<file path="src/rtl/tgfx_bk_pkg.sv">
// Shared types and constants for the backup-RAM SD sequencer.
package tgfx_bk_pkg;

  // Sequencer states.
  typedef enum logic [2:0] {
    S_IDLE,
    S_REQ,
    S_XFER,
    S_FORMAT,
    S_DONE
  } state_t;

  // Default number of 512-byte sectors in one save slot.
  localparam int DEF_SECTORS = 16;

  // Save-image header words, entry 0 is written first (address 0).
  localparam logic [3:0][15:0] HDR = {16'h8010, 16'h8800, 16'h4D42, 16'h5548};

  // Header word for a given header address.
  function automatic logic [15:0] hdr_word(input logic [1:0] addr);
    return HDR[addr];
  endfunction

endpackage

</file>
<file path="src/rtl/bk_sd_sequencer.sv">
// Backup-RAM load/save/format sequencer driving the hps_io block-device
// handshake: one sd_rd/sd_wr request per sector of the selected slot,
// a per-request ack timeout, and a 4-word header write for format.
module bk_sd_sequencer
  import tgfx_bk_pkg::*;
#(
  parameter int SECTORS = DEF_SECTORS,
  parameter int SLOT_W  = 2,
  parameter int TIMEOUT = 1 << 24
) (
  input  logic              clk_sys,
  input  logic              reset_n,
  input  logic              bk_ena,
  input  logic              load_req,
  input  logic              save_req,
  input  logic              format_req,
  input  logic [SLOT_W-1:0] slot,
  output logic [31:0]       sd_lba,
  output logic              sd_rd,
  output logic              sd_wr,
  input  logic              sd_ack,
  output logic [1:0]        fmt_addr,
  output logic [15:0]       fmt_data,
  output logic              fmt_we,
  output logic              busy,
  output logic              loading,
  output logic              done,
  output logic              err
);

  localparam int IDX_W = (SECTORS > 1) ? $clog2(SECTORS) : 1;
  localparam int TMO_W = (TIMEOUT > 2) ? $clog2(TIMEOUT) : 1;
  localparam logic [IDX_W-1:0] LAST_IDX = IDX_W'(SECTORS - 1);
  localparam logic [IDX_W-1:0] IDX_ONE  = IDX_W'(1);
  localparam logic [TMO_W-1:0] TMO_LAST = TMO_W'(TIMEOUT - 1);
  localparam logic [TMO_W-1:0] TMO_ONE  = TMO_W'(1);

  state_t state_reg, state_next;

  logic load_q_reg, save_q_reg, format_q_reg, ack_q_reg;
  logic load_rise, save_rise, format_rise, ack_rise, ack_fall;

  logic [SLOT_W-1:0] slot_reg, slot_next;
  logic              dir_reg, dir_next;   // 1 = load (sd_rd), 0 = save (sd_wr)
  logic [IDX_W-1:0]  idx_reg, idx_next;
  logic [TMO_W-1:0]  tmo_reg, tmo_next;
  logic [31:0]       lba_reg, lba_next;
  logic              rd_reg, rd_next;
  logic              wr_reg, wr_next;
  logic [1:0]        fmt_addr_reg, fmt_addr_next;
  logic [15:0]       fmt_data_reg, fmt_data_next;
  logic              fmt_we_reg, fmt_we_next;
  logic              busy_reg, busy_next;
  logic              loading_reg, loading_next;
  logic              done_reg, done_next;
  logic              err_reg, err_next;

  // Sector address of a slot/index pair; SECTORS is a power of two.
  function automatic logic [31:0] lba_of(input logic [SLOT_W-1:0] s,
                                         input logic [IDX_W-1:0] i);
    return 32'(s) * 32'(SECTORS) + 32'(i);
  endfunction

  assign load_rise   = load_req   & ~load_q_reg;
  assign save_rise   = save_req   & ~save_q_reg;
  assign format_rise = format_req & ~format_q_reg;
  assign ack_rise    = sd_ack     & ~ack_q_reg;
  assign ack_fall    = ~sd_ack    &  ack_q_reg;

  // Edge-detect copies follow the inputs even in reset, so levels held
  // high through reset never look like a fresh edge afterwards.
  always_ff @(posedge clk_sys) begin
    load_q_reg   <= load_req;
    save_q_reg   <= save_req;
    format_q_reg <= format_req;
    ack_q_reg    <= sd_ack;
  end

  // Next-state and next-output logic for the sequencer.
  always_comb begin
    state_next    = state_reg;
    slot_next     = slot_reg;
    dir_next      = dir_reg;
    idx_next      = idx_reg;
    tmo_next      = tmo_reg;
    lba_next      = lba_reg;
    rd_next       = rd_reg;
    wr_next       = wr_reg;
    fmt_addr_next = fmt_addr_reg;
    fmt_data_next = fmt_data_reg;
    fmt_we_next   = fmt_we_reg;
    busy_next     = busy_reg;
    loading_next  = loading_reg;
    done_next     = 1'b0;
    err_next      = 1'b0;

    case (state_reg)
      S_IDLE: begin
        if (bk_ena && (load_rise || save_rise)) begin
          // Load wins over a simultaneous save.
          state_next   = S_REQ;
          slot_next    = slot;
          dir_next     = load_rise;
          idx_next     = '0;
          tmo_next     = '0;
          lba_next     = lba_of(slot, '0);
          rd_next      = load_rise;
          wr_next      = ~load_rise;
          busy_next    = 1'b1;
          loading_next = load_rise;
        end else if (format_rise) begin
          state_next    = S_FORMAT;
          fmt_addr_next = 2'd0;
          fmt_data_next = hdr_word(2'd0);
          fmt_we_next   = 1'b1;
          busy_next     = 1'b1;
          loading_next  = 1'b0;
        end
      end

      S_REQ: begin
        if (ack_rise) begin
          rd_next    = 1'b0;
          wr_next    = 1'b0;
          state_next = S_XFER;
        end else if (tmo_reg == TMO_LAST) begin
          rd_next      = 1'b0;
          wr_next      = 1'b0;
          err_next     = 1'b1;
          busy_next    = 1'b0;
          loading_next = 1'b0;
          state_next   = S_IDLE;
        end else begin
          tmo_next = tmo_reg + TMO_ONE;
        end
      end

      S_XFER: begin
        if (ack_fall) begin
          if (idx_reg == LAST_IDX) begin
            state_next = S_DONE;
            done_next  = 1'b1;
          end else begin
            idx_next   = idx_reg + IDX_ONE;
            lba_next   = lba_of(slot_reg, idx_reg + IDX_ONE);
            rd_next    = dir_reg;
            wr_next    = ~dir_reg;
            tmo_next   = '0;
            state_next = S_REQ;
          end
        end
      end

      S_FORMAT: begin
        if (fmt_addr_reg == 2'd3) begin
          fmt_we_next = 1'b0;
          state_next  = S_DONE;
          done_next   = 1'b1;
        end else begin
          fmt_addr_next = fmt_addr_reg + 2'd1;
          fmt_data_next = hdr_word(fmt_addr_reg + 2'd1);
        end
      end

      S_DONE: begin
        busy_next    = 1'b0;
        loading_next = 1'b0;
        state_next   = S_IDLE;
      end

      default: begin
        state_next = S_IDLE;
      end
    endcase
  end

  // State and output registers; reset drops any request in the same edge.
  always_ff @(posedge clk_sys) begin
    if (!reset_n) begin
      state_reg    <= S_IDLE;
      slot_reg     <= '0;
      dir_reg      <= 1'b0;
      idx_reg      <= '0;
      tmo_reg      <= '0;
      lba_reg      <= '0;
      rd_reg       <= 1'b0;
      wr_reg       <= 1'b0;
      fmt_addr_reg <= '0;
      fmt_data_reg <= '0;
      fmt_we_reg   <= 1'b0;
      busy_reg     <= 1'b0;
      loading_reg  <= 1'b0;
      done_reg     <= 1'b0;
      err_reg      <= 1'b0;
    end else begin
      state_reg    <= state_next;
      slot_reg     <= slot_next;
      dir_reg      <= dir_next;
      idx_reg      <= idx_next;
      tmo_reg      <= tmo_next;
      lba_reg      <= lba_next;
      rd_reg       <= rd_next;
      wr_reg       <= wr_next;
      fmt_addr_reg <= fmt_addr_next;
      fmt_data_reg <= fmt_data_next;
      fmt_we_reg   <= fmt_we_next;
      busy_reg     <= busy_next;
      loading_reg  <= loading_next;
      done_reg     <= done_next;
      err_reg      <= err_next;
    end
  end

  assign sd_lba   = lba_reg;
  assign sd_rd    = rd_reg;
  assign sd_wr    = wr_reg;
  assign fmt_addr = fmt_addr_reg;
  assign fmt_data = fmt_data_reg;
  assign fmt_we   = fmt_we_reg;
  assign busy     = busy_reg;
  assign loading  = loading_reg;
  assign done     = done_reg;
  assign err      = err_reg;

endmodule

</file>
<file path="config.mk">
export PLATFORM = sky130hd
export DESIGN_NAME = bk_sd_sequencer
export DESIGN_NICKNAME = d
export VERILOG_FILES = /design/src/rtl/tgfx_bk_pkg.sv /design/src/rtl/bk_sd_sequencer.sv
export SDC_FILE = /design/constraint.sdc
export NUM_CORES = 1
export LEC_CHECK = 0
export ABC_AREA = 1
export BUFFER_PORTS_ARGS = -buffer_cell sky130_fd_sc_hd__buf_4
export CORE_ASPECT_RATIO = 0.5
export CORE_UTILIZATION = 50
export DETAILED_ROUTE_END_ITERATION = 7
export GPL_TIMING_DRIVEN = 1
export PLACE_DENSITY = 0.85
export RECOVER_POWER = 100
export SLEW_MARGIN = 20
export SYNTH_ARGS = -nofsm -noshare
export SYNTH_HDL_FRONTEND = slang
export SYNTH_SLANG_ARGS = --single-unit
export TNS_END_PERCENT = 100
</file>
<file path="constraint.sdc">
create_clock -name clk_sys -period 1.8 [get_ports clk_sys]
set_clock_uncertainty 0.2 [all_clocks]
set_input_delay 0.54 -clock clk_sys [delete_from_list [all_inputs] [get_ports clk_sys]]
set_output_delay 0.54 -clock clk_sys [all_outputs]
set_load 0.005 [all_outputs]
</file>
==> impl_metrics.py <==
metrics = {
    "timing": {
        "hold_ws_ns": 0.170,
        "post-route-period-util_pct": 103,
        "fin_crit_ns": 1.86,
        "grt_setup_unrepaired": "yes",
        "hold_viol": 0,
        "timing.final.max_slew_violations": 0,
        "fmax_mhz": 539,
        "finalSetupViolCount": 18,
        "fin_ws_ns": -0.0553,
    },
    "routing": {
        "vias": 3490,
        "first_pass_iters": 7,
        "viasPerCell": 5.28,
        "drc_errors": 0,
        "drt-initial-drc-count": 185,
        "ant_nets": 0,
        "totalWireLength_mm": 9.04,
        "drt-wirelength-per-cell_um": 13.7,
    },
    "yosys": {
        "syn_inst": 482,
        "synthAdderAreaFrac_pct": 1.93,
        "synth_xor_area_share_pct": 2.71,
        "synthArstFlopShare_pct": 0,
        "yosysSeqAreaShare_pct": 33.4,
        "synth_edf_count": 0,
        "ys_ff_latch": 54,
        "syn_area_per_cell_um2": 6.71,
        "synth_top_family_by_area": "simple AND/OR/NAND/NOR gates",
        "synth_most_common_cell": "nand2_1",
        "synth_area_leader_cell": "dfxtp_1",
        "yosysTopAreaCellShare_pct": 33.4,
        "synth-simple-area-share_pct": 37.4,
        "synthTopCellsByCount": "125 x nand2_1, 73 x nor2_1, 54 x dfxtp_1",
        "ys_types": 32,
        "synth-compound-area-share_pct": 9.21,
        "syn-cell-area_um2": 3230,
        "synth.area.top_cells": "dfxtp_1 33%, nand2_1 15%, buf_4 9.1%",
        "synthMuxAreaShare_pct": 0,
        "synth-main-ff-cell": "dfxtp_1",
        "yosys_warnings": 0,
    },
    "setup_path": {
        "cpMaxStageDelayCell": "dfxtp_2",
        "path_buf_inv": 2,
        "critPathArrivalTime_ns": 1.89,
        "end_kind": "register",
        "critPathMaxStageDelay_ns": 0.37,
        "cp.required_ns": 1.84,
        "crit_type": "reg -> reg",
        "rrSetupSlack_ns": -0.06,
        "cp_cell_sequence": "ha_4 > buf_4 > buf_4 > nand3_2 > nor2_2 > nand3_1 > nand2_1 > nand2_1 > nor2_1 > nand2_1 > a21oi_2",
        "path_common_cell": "nand2_1",
        "path_max_fanout": 3,
        "crit_start": "tmo_reg[0]",
        "worstReg2RegEnd": "tmo_reg[14]",
        "cp-start-kind": "register",
        "r2r_start": "tmo_reg[0]",
        "crit_family": "simple AND/OR/NAND/NOR gates",
        "rr_worst_depth": 11,
    },
    "power_and_ir_drop": {
        "p_clk_share_pct": 21.5,
        "vdd_drop_max_v": 0.00106,
        "total_power_mw": 5.38,
        "power_leakage_nw": 1.81,
        "p_int_mw": 3.19,
        "p_comb_share_pct": 50.6,
        "swShare_pct": 40.7,
        "switchingPower_mw": 2.19,
        "p_seq_share_pct": 27.9,
        "pwr_density_cell_nw_per_um2": 1260,
    },
    "final_layout": {
        "area_growth_pct": 32.0,
        "post-route-util_pct": 69.3,
        "nFillCells": 447,
        "fin_nets": 586,
        "num_antenna_cells": 0,
        "largest_reg_flops": 24,
        "layout-drive-gt1-share_pct": 30.9,
        "instances_no_fill": 661,
    },
    "placed_design": {
        "globalplace.congestion": 0.910,
        "port_buffers": 33,
        "numPlacedInstances": 646,
        "place_hpwl_mm": 5.70,
    },
    "die": {
        "die_x_um": 116,
        "core-area_um2": 6160,
        "top_level_ports": 66,
        "die_height_um": 58.9,
        "start_util_pct": 52.5,
        "die_area_um2": 6810,
        "rows": 20,
    },
    "clocking": {
        "clkSinkCount": 54,
        "cts_root_buf": "clkbuf_16",
        "numCtsBuffers": 5,
        "clk_pin_slew_ns": 0.08,
        "clk_latency_ns": 0.30,
        "cts_tree": "yes",
        "cts_htree_levels": 2,
        "clockBufferDepth": 2,
    },
    "outcome": {
        "violations": "setup timing",
        "status": "finished, violations left",
    },
    "min_path": {
        "hold_path_depth": 1,
        "hold_start": "format_req",
        "hold_end": "format_q_reg",
        "hold_class": "in -> reg",
    },
    "flow_run": {
        "maxCapViolations": 0,
    },
    "global_route": {
        "grt_first_pass_wirelength_mm": 13.6,
        "grt_max_degree": 21,
        "grt_pass1_vias": 3032,
        "antenna_found_initial": 0,
        "grt_overflow": 0,
        "gr-usage-all-layers_pct": 25.9,
    },
}
metal layers:
metal,vias up,global-route usage [%],wire length [µm]
li1,1658,-,-
met4,0,11.4,237
met2,214,46.4,4480
met1,1583,30.7,3530
met3,35,5.25,786
met5,-,0,0
placed cells by master, fill, tap and decap left out, types with 2 or more instances in the layout:
cell type | Yosys | layout
nor2_2 | 11 | 19
inv_1 | 31 | 28
a21oi_2 | 0 | 5
nand2_4 | 0 | 3
nand2_1 | 125 | 115
nor2_1 | 73 | 60
inv_2 | 4 | 6
a21oi_1 | 39 | 33
nand4_1 | 14 | 14
dfxtp_1 | 54 | 50
conb_1 | 1 | 32
nand2_2 | 8 | 15
clkbuf_16 | 0 | 6
nand3_2 | 3 | 4
buf_4 | 39 | 64
nand3_1 | 28 | 26
o21ai_0 | 12 | 12
buf_12 | 0 | 3
xnor2_1 | 3 | 3
nor2_4 | 2 | 7
ha_1 | 5 | 3
o21bai_1 | 2 | 2
clkbuf_1 | 5 | 6
or2_2 | 2 | 2
clkbuf_4 | 0 | 23
buf_6 | 2 | 2
nand3_4 | 2 | 3
dfxtp_2 | 0 | 4
xor2_1 | 7 | 7
final cells by class:
type                    instances  area [µm²]  area share (%)
well taps                      88         110            2.58
repair buffers                100         811            19.0
multi-input cells             375        1950            45.6
clock inverters                 3        48.8            1.14
flip-flops and latches         54        1090            25.4
inverters                      36         139            3.25
clock buffers                   5         125            2.93
how the worst max path moves through the flow:
stage                     slack (ns)           to  depth (start not counted)
after CTS                      -0.04  tmo_reg[19]                         11
after detailed placement       -0.13  fmt_data[1]                         11
after global routing           -0.19  tmo_reg[21]                         11
after global placement         -0.09  fmt_data[1]                         11
final                          -0.06  tmo_reg[14]                         11
after floorplan                0.008   tmo_reg[7]                         10
through the flow:
stage | cell area (µm²) | TNS [ns] | setup slack [ns]
3_5_place_dp | 3850 | -2.85 | -0.129
4_1_cts | 4150 | -0.351 | -0.0384
5_1_grt | 4270 | -3.16 | -0.194
6_report | 4270 | -0.400 | -0.0553
2_1_floorplan | 3360 | 0 | 0.00795
3_3_place_gp | 3850 | -0.736 | -0.0879
power groups by stage:
stage / registers (mW) / logic (mW) / clock network [mW]
2_1_floorplan: 1.52 / 1.52 / 0
3_3_place_gp: 1.51 / 2.21 / 0
3_5_place_dp: 1.51 / 2.28 / 0
4_1_cts: 1.50 / 2.50 / 1.15
5_1_grt: 1.52 / 2.95 / 1.21
6_report: 1.50 / 2.72 / 1.16
kinds of logic after synthesis:
kind of cell / after synthesis
other cells: 1
xor+xnor: 10
buf+inv: 84
flops: 54
simple gates: 271
fa+ha+maj: 5
compound gates: 57
what timing repair did:
item	CTS	global route
hold buffers	0	0
pin swaps	12	21
resized for setup	17	36
endpoints found under the setup margin	29	42
setup buffers	4	1
gates cloned	1	1
Power figures use the tool's default switching activity.
